==> src/rtl/bubble_access_sequencer_if.sv <==
// Host-side command, read-data and write-data handshake of the bubble access sequencer.
interface bubble_access_sequencer_if #(
    parameter int AW = 12
) ();
    logic          i_CMD_VALID;
    logic          o_CMD_READY;
    logic [1:0]    i_CMD;
    logic [AW-1:0] i_PAGE;
    logic          o_RBIT;
    logic          o_RBIT_VALID;
    logic          i_WBIT;
    logic          i_WBIT_VALID;
    logic          o_WBIT_READY;
    logic [AW-1:0] o_POS;
    logic          o_BUSY;
    logic          o_DONE;
    logic          o_ERR;

    modport slave (
        input  i_CMD_VALID, i_CMD, i_PAGE, i_WBIT, i_WBIT_VALID,
        output o_CMD_READY, o_RBIT, o_RBIT_VALID, o_WBIT_READY, o_POS, o_BUSY, o_DONE, o_ERR
    );

    modport master (
        output i_CMD_VALID, i_CMD, i_PAGE, i_WBIT, i_WBIT_VALID,
        input  o_CMD_READY, o_RBIT, o_RBIT_VALID, o_WBIT_READY, o_POS, o_BUSY, o_DONE, o_ERR
    );
endinterface

==> src/rtl/bubble_access_sequencer.sv <==
// SEEK/READ/WRITE page sequencer for the MB14506 bubble timing generator: tracks the
// minor-loop position and steps the generator controls one rotation at a time.
module bubble_access_sequencer #(
    parameter int LOOP_LEN   = 2053,
    parameter int AW         = 12,
    parameter int PAGE_BITS  = 64,
    parameter int DETECT_LAT = 4,
    parameter int BSS_CYCLES = 16
) (
    input  logic i_EMUCLK,
    input  logic i_RST,
    input  logic i_ROT_TICK,
    input  logic i_SENSE,
    output logic o_BSS_n,
    output logic o_BSEN_n,
    output logic o_REPEN_n,
    output logic o_SWAPEN_n,
    output logic o_WRDATA_n,
    bubble_access_sequencer_if.slave bus
);
    localparam int CW = $clog2(PAGE_BITS + DETECT_LAT + BSS_CYCLES + 2);
    localparam logic [AW-1:0] LAST_POS  = AW'(LOOP_LEN - 1);
    localparam logic [CW-1:0] BSS_END   = CW'(BSS_CYCLES - 1);
    localparam logic [CW-1:0] GEN_END   = CW'(PAGE_BITS);
    localparam logic [CW-1:0] CAP_FIRST = CW'(DETECT_LAT);
    localparam logic [CW-1:0] CAP_LAST  = CW'(PAGE_BITS + DETECT_LAT - 1);
    localparam logic [1:0] CMD_SEEK  = 2'b01;
    localparam logic [1:0] CMD_READ  = 2'b10;
    localparam logic [1:0] CMD_WRITE = 2'b11;

    typedef enum logic [3:0] {
        S_IDLE, S_BSS, S_WAIT0, S_GEN, S_ALIGN, S_REPL, S_DRAIN, S_SWAP, S_STOP
    } state_t;

    state_t        state_q;
    logic [AW-1:0] pos_q, pos_d, tgt_q;
    logic [1:0]    cmd_q;
    logic [CW-1:0] cnt_q, cnt_inc;
    logic          bss_n_q, bsen_n_q, repen_n_q, swapen_n_q, wrdata_n_q;
    logic          rbit_q, rvalid_q, done_q, err_q, cmd_err_q;
    logic          hold_full_q, hold_bit_q;
    logic          shift, at_tgt, wready, wload;

    // The rotation-0 tick in WAIT0 never advances the loop; every later shifting tick does.
    always_comb begin
        shift   = i_ROT_TICK && !bsen_n_q && (state_q != S_WAIT0);
        pos_d   = pos_q;
        if (shift) pos_d = (pos_q == LAST_POS) ? '0 : pos_q + AW'(1);
        at_tgt  = (pos_d == tgt_q);
        cnt_inc = cnt_q + CW'(1);
        wready  = (cmd_q == CMD_WRITE) && !hold_full_q &&
                  (state_q == S_BSS || state_q == S_WAIT0 || state_q == S_GEN);
        wload   = bus.i_WBIT_VALID && wready;
    end

    always_ff @(posedge i_EMUCLK) begin
        if (i_RST) begin
            state_q     <= S_IDLE;
            pos_q       <= '0;
            tgt_q       <= '0;
            cmd_q       <= 2'b00;
            cnt_q       <= '0;
            bss_n_q     <= 1'b1;
            bsen_n_q    <= 1'b1;
            repen_n_q   <= 1'b1;
            swapen_n_q  <= 1'b1;
            wrdata_n_q  <= 1'b1;
            rbit_q      <= 1'b0;
            rvalid_q    <= 1'b0;
            done_q      <= 1'b0;
            err_q       <= 1'b0;
            cmd_err_q   <= 1'b0;
            hold_full_q <= 1'b0;
            hold_bit_q  <= 1'b0;
        end else begin
            rvalid_q <= 1'b0;
            done_q   <= 1'b0;
            err_q    <= 1'b0;
            pos_q    <= pos_d;
            if (wload) begin
                hold_full_q <= 1'b1;
                hold_bit_q  <= bus.i_WBIT;
            end
            // Per-rotation enables fall back to inactive on each tick unless re-armed below.
            if (i_ROT_TICK) begin
                repen_n_q  <= 1'b1;
                swapen_n_q <= 1'b1;
                wrdata_n_q <= 1'b1;
            end
            case (state_q)
                S_IDLE: if (bus.i_CMD_VALID) begin
                    if (bus.i_CMD == 2'b00 || bus.i_PAGE > LAST_POS) begin
                        err_q <= 1'b1;
                    end else if (bus.i_CMD == CMD_SEEK && bus.i_PAGE == pos_q) begin
                        done_q <= 1'b1;
                    end else begin
                        state_q     <= S_BSS;
                        cmd_q       <= bus.i_CMD;
                        tgt_q       <= bus.i_PAGE;
                        cnt_q       <= '0;
                        bss_n_q     <= 1'b0;
                        cmd_err_q   <= 1'b0;
                        hold_full_q <= 1'b0;
                    end
                end
                S_BSS: if (cnt_q == BSS_END) begin
                    bss_n_q  <= 1'b1;
                    bsen_n_q <= 1'b0;
                    cnt_q    <= '0;
                    state_q  <= S_WAIT0;
                end else begin
                    cnt_q <= cnt_inc;
                end
                S_WAIT0, S_GEN: if (i_ROT_TICK) begin
                    if (state_q == S_WAIT0 && cmd_q != CMD_WRITE) begin
                        if (!at_tgt)               state_q <= S_ALIGN;
                        else if (cmd_q == CMD_READ) begin
                            repen_n_q <= 1'b0;
                            state_q   <= S_REPL;
                        end else begin
                            state_q  <= S_STOP;
                            bsen_n_q <= 1'b1;
                        end
                    end else if (cnt_q == GEN_END) begin
                        if (at_tgt) begin
                            swapen_n_q <= 1'b0;
                            state_q    <= S_SWAP;
                        end else begin
                            state_q <= S_ALIGN;
                        end
                    end else if (hold_full_q) begin
                        // A bit arriving on the consuming edge refills the register.
                        wrdata_n_q  <= ~hold_bit_q;
                        hold_full_q <= wload;
                        cnt_q       <= cnt_inc;
                        state_q     <= S_GEN;
                    end else begin
                        err_q     <= 1'b1;
                        cmd_err_q <= 1'b1;
                        state_q   <= S_STOP;
                        bsen_n_q  <= 1'b1;
                        cnt_q     <= '0;
                    end
                end
                S_ALIGN: if (i_ROT_TICK && at_tgt) begin
                    cnt_q <= '0;
                    case (cmd_q)
                        CMD_READ: begin
                            repen_n_q <= 1'b0;
                            state_q   <= S_REPL;
                        end
                        CMD_WRITE: begin
                            swapen_n_q <= 1'b0;
                            state_q    <= S_SWAP;
                        end
                        default: begin
                            state_q  <= S_STOP;
                            bsen_n_q <= 1'b1;
                        end
                    endcase
                end
                S_REPL, S_DRAIN: if (i_ROT_TICK) begin
                    cnt_q <= cnt_inc;
                    if (cnt_inc >= CAP_FIRST) begin
                        rbit_q   <= i_SENSE;
                        rvalid_q <= 1'b1;
                    end
                    if (cnt_inc == CAP_LAST) begin
                        state_q  <= S_STOP;
                        bsen_n_q <= 1'b1;
                        cnt_q    <= '0;
                    end else if (state_q == S_REPL) begin
                        if (cnt_inc == GEN_END) state_q   <= S_DRAIN;
                        else                    repen_n_q <= 1'b0;
                    end
                end
                S_SWAP: if (i_ROT_TICK) begin
                    state_q  <= S_STOP;
                    bsen_n_q <= 1'b1;
                    cnt_q    <= '0;
                end
                S_STOP: if (i_ROT_TICK) begin
                    if (cnt_q == CW'(1)) begin
                        state_q <= S_IDLE;
                        done_q  <= !cmd_err_q;
                    end else begin
                        cnt_q <= cnt_inc;
                    end
                end
                default: state_q <= S_IDLE;
            endcase
        end
    end

    assign o_BSS_n          = bss_n_q;
    assign o_BSEN_n         = bsen_n_q;
    assign o_REPEN_n        = repen_n_q;
    assign o_SWAPEN_n       = swapen_n_q;
    assign o_WRDATA_n       = wrdata_n_q;
    assign bus.o_CMD_READY  = (state_q == S_IDLE);
    assign bus.o_BUSY       = (state_q != S_IDLE);
    assign bus.o_RBIT       = rbit_q;
    assign bus.o_RBIT_VALID = rvalid_q;
    assign bus.o_WBIT_READY = wready;
    assign bus.o_POS        = pos_q;
    assign bus.o_DONE       = done_q;
    assign bus.o_ERR        = err_q;
endmodule

==> src/flat_wrapper.sv <==
// flat-port wrapper written by rule: the top's interface ports become plain ports
module bubble_access_sequencer_flat 
#(
    parameter int LOOP_LEN   = 2053,
    parameter int AW         = 12,
    parameter int PAGE_BITS  = 64,
    parameter int DETECT_LAT = 4,
    parameter int BSS_CYCLES = 16
)
  (i_EMUCLK, i_RST, i_ROT_TICK, i_SENSE, o_BSS_n, o_BSEN_n, o_REPEN_n, o_SWAPEN_n, o_WRDATA_n, bus_i_CMD_VALID, bus_i_CMD, bus_i_PAGE, bus_i_WBIT, bus_i_WBIT_VALID, bus_o_CMD_READY, bus_o_RBIT, bus_o_RBIT_VALID, bus_o_WBIT_READY, bus_o_POS, bus_o_BUSY, bus_o_DONE, bus_o_ERR);
  bubble_access_sequencer_if #(.AW(AW)) bus_i ();
  input  logic i_EMUCLK;
  input  logic i_RST;
  input  logic i_ROT_TICK;
  input  logic i_SENSE;
  output logic o_BSS_n;
  output logic o_BSEN_n;
  output logic o_REPEN_n;
  output logic o_SWAPEN_n;
  output logic o_WRDATA_n;
  input wire logic [$bits(bus_i.i_CMD_VALID)-1:0] bus_i_CMD_VALID;
  input wire logic [$bits(bus_i.i_CMD)-1:0] bus_i_CMD;
  input wire logic [$bits(bus_i.i_PAGE)-1:0] bus_i_PAGE;
  input wire logic [$bits(bus_i.i_WBIT)-1:0] bus_i_WBIT;
  input wire logic [$bits(bus_i.i_WBIT_VALID)-1:0] bus_i_WBIT_VALID;
  output wire logic [$bits(bus_i.o_CMD_READY)-1:0] bus_o_CMD_READY;
  output wire logic [$bits(bus_i.o_RBIT)-1:0] bus_o_RBIT;
  output wire logic [$bits(bus_i.o_RBIT_VALID)-1:0] bus_o_RBIT_VALID;
  output wire logic [$bits(bus_i.o_WBIT_READY)-1:0] bus_o_WBIT_READY;
  output wire logic [$bits(bus_i.o_POS)-1:0] bus_o_POS;
  output wire logic [$bits(bus_i.o_BUSY)-1:0] bus_o_BUSY;
  output wire logic [$bits(bus_i.o_DONE)-1:0] bus_o_DONE;
  output wire logic [$bits(bus_i.o_ERR)-1:0] bus_o_ERR;
  assign bus_i.i_CMD_VALID = bus_i_CMD_VALID;
  assign bus_i.i_CMD = bus_i_CMD;
  assign bus_i.i_PAGE = bus_i_PAGE;
  assign bus_i.i_WBIT = bus_i_WBIT;
  assign bus_i.i_WBIT_VALID = bus_i_WBIT_VALID;
  assign bus_o_CMD_READY = bus_i.o_CMD_READY;
  assign bus_o_RBIT = bus_i.o_RBIT;
  assign bus_o_RBIT_VALID = bus_i.o_RBIT_VALID;
  assign bus_o_WBIT_READY = bus_i.o_WBIT_READY;
  assign bus_o_POS = bus_i.o_POS;
  assign bus_o_BUSY = bus_i.o_BUSY;
  assign bus_o_DONE = bus_i.o_DONE;
  assign bus_o_ERR = bus_i.o_ERR;
  bubble_access_sequencer #(.LOOP_LEN(LOOP_LEN), .AW(AW), .PAGE_BITS(PAGE_BITS), .DETECT_LAT(DETECT_LAT), .BSS_CYCLES(BSS_CYCLES)) u_core (.i_EMUCLK(i_EMUCLK), .i_RST(i_RST), .i_ROT_TICK(i_ROT_TICK), .i_SENSE(i_SENSE), .o_BSS_n(o_BSS_n), .o_BSEN_n(o_BSEN_n), .o_REPEN_n(o_REPEN_n), .o_SWAPEN_n(o_SWAPEN_n), .o_WRDATA_n(o_WRDATA_n), .bus(bus_i));
endmodule
==> config.mk <==
export PLATFORM = sky130hd
export DESIGN_NAME = bubble_access_sequencer_flat
export DESIGN_NICKNAME = d
export VERILOG_FILES = /design/src/rtl/bubble_access_sequencer_if.sv /design/src/rtl/bubble_access_sequencer.sv /design/src/flat_wrapper.sv
export SDC_FILE = /design/constraint.sdc
export NUM_CORES = 1
export LEC_CHECK = 0
export BUFFER_PORTS_ARGS = -buffer_cell sky130_fd_sc_hd__buf_2
export CORE_MARGIN = 3
export CORE_UTILIZATION = 55
export CTS_BUF_LIST = sky130_fd_sc_hd__clkbuf_4 sky130_fd_sc_hd__clkbuf_8
export DETAILED_ROUTE_END_ITERATION = 8
export PLACE_DENSITY = 0.76
export RECOVER_POWER = 50
export SYNTH_ARGS = -nofsm -noshare
export SYNTH_HDL_FRONTEND = slang
export SYNTH_SLANG_ARGS = --single-unit
==> constraint.sdc <==
create_clock -name i_EMUCLK -period 3.2 [get_ports i_EMUCLK]
set_input_delay 0.16 -clock i_EMUCLK [delete_from_list [all_inputs] [get_ports i_EMUCLK]]
set_output_delay 0.16 -clock i_EMUCLK [all_outputs]
set_load 0.05 [all_outputs]
==> summary.md <==
The mean routed wirelength per cell is 17.7 µm, and the detailed placer's ending HPWL is 7700 µm. The tools report the total number of H-tree levels as 2. The tools report the part of the power in combinational logic as 0.561. Across the routed clock network, the largest skew measured is 0.00665 ns.

The run gives 10100 µm as the overall routed net length. Ranked by total cell area, the synthesized netlist is headed by sky130_fd_sc_hd__dfxtp_1, sky130_fd_sc_hd__nor2_1, sky130_fd_sc_hd__xor2_1. Full die area: 7380 µm². Slew at the pin closest to its max-slew limit: 0.803 ns. The number of vias per cell after detailed routing works out to 6.30. The count of TritonRoute iterations in the first routing pass is 5.

The post-synthesis instance area came out at 3510 µm². The hold buffer count at cts is 0. After floorplanning, the core was divided into 28 placement rows. The logs give 3228 for the number of global-route vias before repair and 72 for the distinct cell type count after synthesis. On the final layout, the worst hold slack is 0.0843 ns. The worst path needs 3.06 ns of the cycle, external delays included. Total grt overflow: 0. The number of CTS-inserted buffers was 5; the top cell type's share of synthesized area was 0.279. TritonCTS built the clock tree. The run finished with clean final reports. The synthesized design contains 49 register bits. The per-instance average area after synthesis is 7.78 µm², and the number of instances in the synthesized netlist is 451. The final-report max-slew violation count was 0.

The die is 85.9 µm tall. The power per cell area was 649 nW/µm²; the maximum clock path buffer count was 2. Entering global routing, the biggest net connects 37 pins. Number of fillers in the final layout: 536.

The element type at the critical path start was a flip-flop. The tools report the number of endpoints failing setup at the final stage as 0. The share of post-route cells with drive strength above 1 was 0.164; the number of buffers added on ports was 44.

Yosys instantiated no cell more often than sky130_fd_sc_hd__nor2_1. The number of clock sinks was 49. Of all cell types, the one taking the most synthesized area is sky130_fd_sc_hd__dfxtp_1.

The share of flip-flops with an asynchronous set or reset is 0, and the worst endpoint required time is 3.42 ns. The total track usage was 0.279. The tightest min-delay check is of the in2reg type. The logs give 0 for the number of diodes added for antenna fixing and 0 for the count of synthesis-stage warnings from yosys. The final clock period utilization by the worst path was 0.955; the initial antenna violation count was 0.

The number of enable flip-flop cells after synthesis is 0. After synthesis, the most frequently instantiated cells are sky130_fd_sc_hd__nor2_1, sky130_fd_sc_hd__dfxtp_1, sky130_fd_sc_hd__nand2_1. The worst voltage drop across the vdd grid came out at 0.401 mV.

Summed over all nets, the switching power comes to 1180 µW. The sequential element share of the synthesized area came out at 0.279. The worst setup path is captured at a flip-flop. The most used flip-flop cell after synthesis was sky130_fd_sc_hd__dfxtp_1.

The insertion delay of the later-clocked pin in the worst-skew pair was 0.30 ns; the share of total power consumed by net switching was 0.465. The root buffer cell chosen for the clock tree is sky130_fd_sc_hd__clkbuf_8. Sequential power share: 0.292.

The logs give 0.579 for the initial standard-cell utilization of the core and 3.28 ns for the data arrival time at the worst-slack endpoint. The tool flagged a number of max-cap violations equal to 0. Timing would allow up to 327 MHz.

The logs give 6060 µm² for the area of the core region and 521 for the number of nets at the end of the flow. The critical path is of the reg2reg type. The logs give 0.462 for the max-slew headroom at the worst pin and 16600 µm for the global-route wire length before repair. The run gives 402 as the iteration-0 DRC count of the detailed router.

For the number of failing hold endpoints at the final stage, the log shows 0. The part of the total power dissipated in the clock network came out at 0.147. For this design the top-level I/O count stands at 45. For the number of nets still failing antenna checks after routing, the log shows 0.

In this run the worst path has a maximum fanout of 16. For this run, design rule violations remaining after detail routing come to 0. The number of nets handed over by synthesis was 479. In this run the static leakage power is 0.00146 µW. Summed over all failing endpoints, the final setup total negative slack is 0 ns. The post-CTS setup buffer count was 0.

The internal portion of total power was 1360 µW; the number of vias after detailed routing was 3583. After clock tree synthesis, the repair step resized 0 gates. The congestion estimate from routability-driven global placement came to 0.930.

The die is 85.9 µm wide. Compared with the post-synthesis result, the final layout area differs by 11.8%. After clock tree synthesis, the clock-pin slew on the worst setup and hold paths is 0.09 ns.
-- sequential cells by signal, summed over array words and instances, names as in the netlist, named ones only --
name	flops
u_core.o_BSS_n	1
u_core.o_SWAPEN_n	1
u_core.cnt_q	7
u_core.bus.o_POS	12
u_core.o_BSEN_n	1
u_core.hold_bit_q	1
u_core.hold_full_q	1
u_core.cmd_q	2
u_core.bus.o_ERR	1
u_core.cmd_err_q	1
u_core.bus.o_DONE	1
u_core.tgt_q	12
u_core.bus.o_RBIT_VALID	1
u_core.o_REPEN_n	1
u_core.state_q	4
u_core.bus.o_RBIT	1
-- placed cells by master, fill, tap and decap left out, drive strengths merged, types with 6 or more instances in the layout --
cell / count
a21oi: 29
and3: 6
buf: 46
clkbuf: 27
dfxtp: 49
ha: 7
inv: 20
mux2i: 14
nand2: 30
nand2b: 8
nand3: 19
nand4: 7
nor2: 56
nor3: 18
nor4: 20
o21ai: 18
xnor2: 11
xor2: 17
-- logic make-up (layout without fill, tap and decap cells) --
group,count (synthesis),count (layout),share of synthesized area
AO/OA/AOI/OAI,98,98,0.195
flip-flops,49,49,0.279
adder cells (fa/ha/maj),7,7,0.0249
AND/OR/NAND/NOR,199,199,0.313
XOR/XNOR,30,30,0.0827
multiplexers,15,15,0.0431
buffers and inverters,53,96,0.0620
-- power groups by stage --
stage	registers (µW)	logic, µW	clock network, µW
detailed placement	756	1400	0
global route	754	1540	399
floorplan	799	1020	0
global placement	755	1400	0
finish	745	1430	375
CTS	742	1410	382
-- routing by layer --
layer  share of wire  GRT usage  routed length (µm)  vias up
li1                -          -                   -     1730
met1            0.48      0.434                4890     1637
met2            0.42      0.396                4190      199
met3           0.086     0.0423                 864       17
met4           0.015     0.0719                 150        0
met5               0          0                   0        -
-- critical path, cell delays in order, from the launching register on --
cell	delay [ns]
sky130_fd_sc_hd__dfxtp_1	0.36
sky130_fd_sc_hd__nor4b_4	0.75
sky130_fd_sc_hd__nor4_1	0.19
sky130_fd_sc_hd__xnor2_1	0.27
sky130_fd_sc_hd__o2111ai_1	0.15
sky130_fd_sc_hd__or4b_4	0.54
sky130_fd_sc_hd__nor2_1	0.33
sky130_fd_sc_hd__a211oi_1	0.15
sky130_fd_sc_hd__a211oi_2	0.23
-- final timing paths --
kind / start / endpoint / slack [ns] / depth (start not counted)
setup / recovery: u_core.state_q[0] / u_core.state_q[0] / 0.14 / 8
hold / removal: i_SENSE / u_core.bus.o_RBIT / 0.08 / 3
setup reg to reg: u_core.state_q[0] / u_core.state_q[0] / 0.14 / 8
hold reg to reg: u_core.hold_bit_q / u_core.hold_bit_q / 0.48 / 2
-- through the flow --
stage	util	area [µm²]	instances	power, µW	worst slack [ns]
after floorplan	-	3510	451	1810	0.0173
after global placement	0.637	3860	561	2150	0.263
after detailed placement	0.637	3860	561	2150	0.154
after CTS	0.651	3950	569	2530	0.126
after global routing	0.648	3930	569	2700	-0.00513
final	0.648	3930	569	2550	0.145
-- cell type report --
| cell class | count | area (µm²) | area share |
|---|---|---|---|
| inverter | 21 | 78.8 | 0.0201 |
| timing repair buffer | 67 | 367 | 0.0934 |
| sequential | 49 | 983 | 0.250 |
| clock buffer | 6 | 76.3 | 0.0194 |
| multi-input combinational | 349 | 2320 | 0.590 |
| tap | 75 | 93.8 | 0.0239 |
| clock inverter | 2 | 10.0 | 0.00255 |
Note: power is estimated with default switching activity, not from simulation.
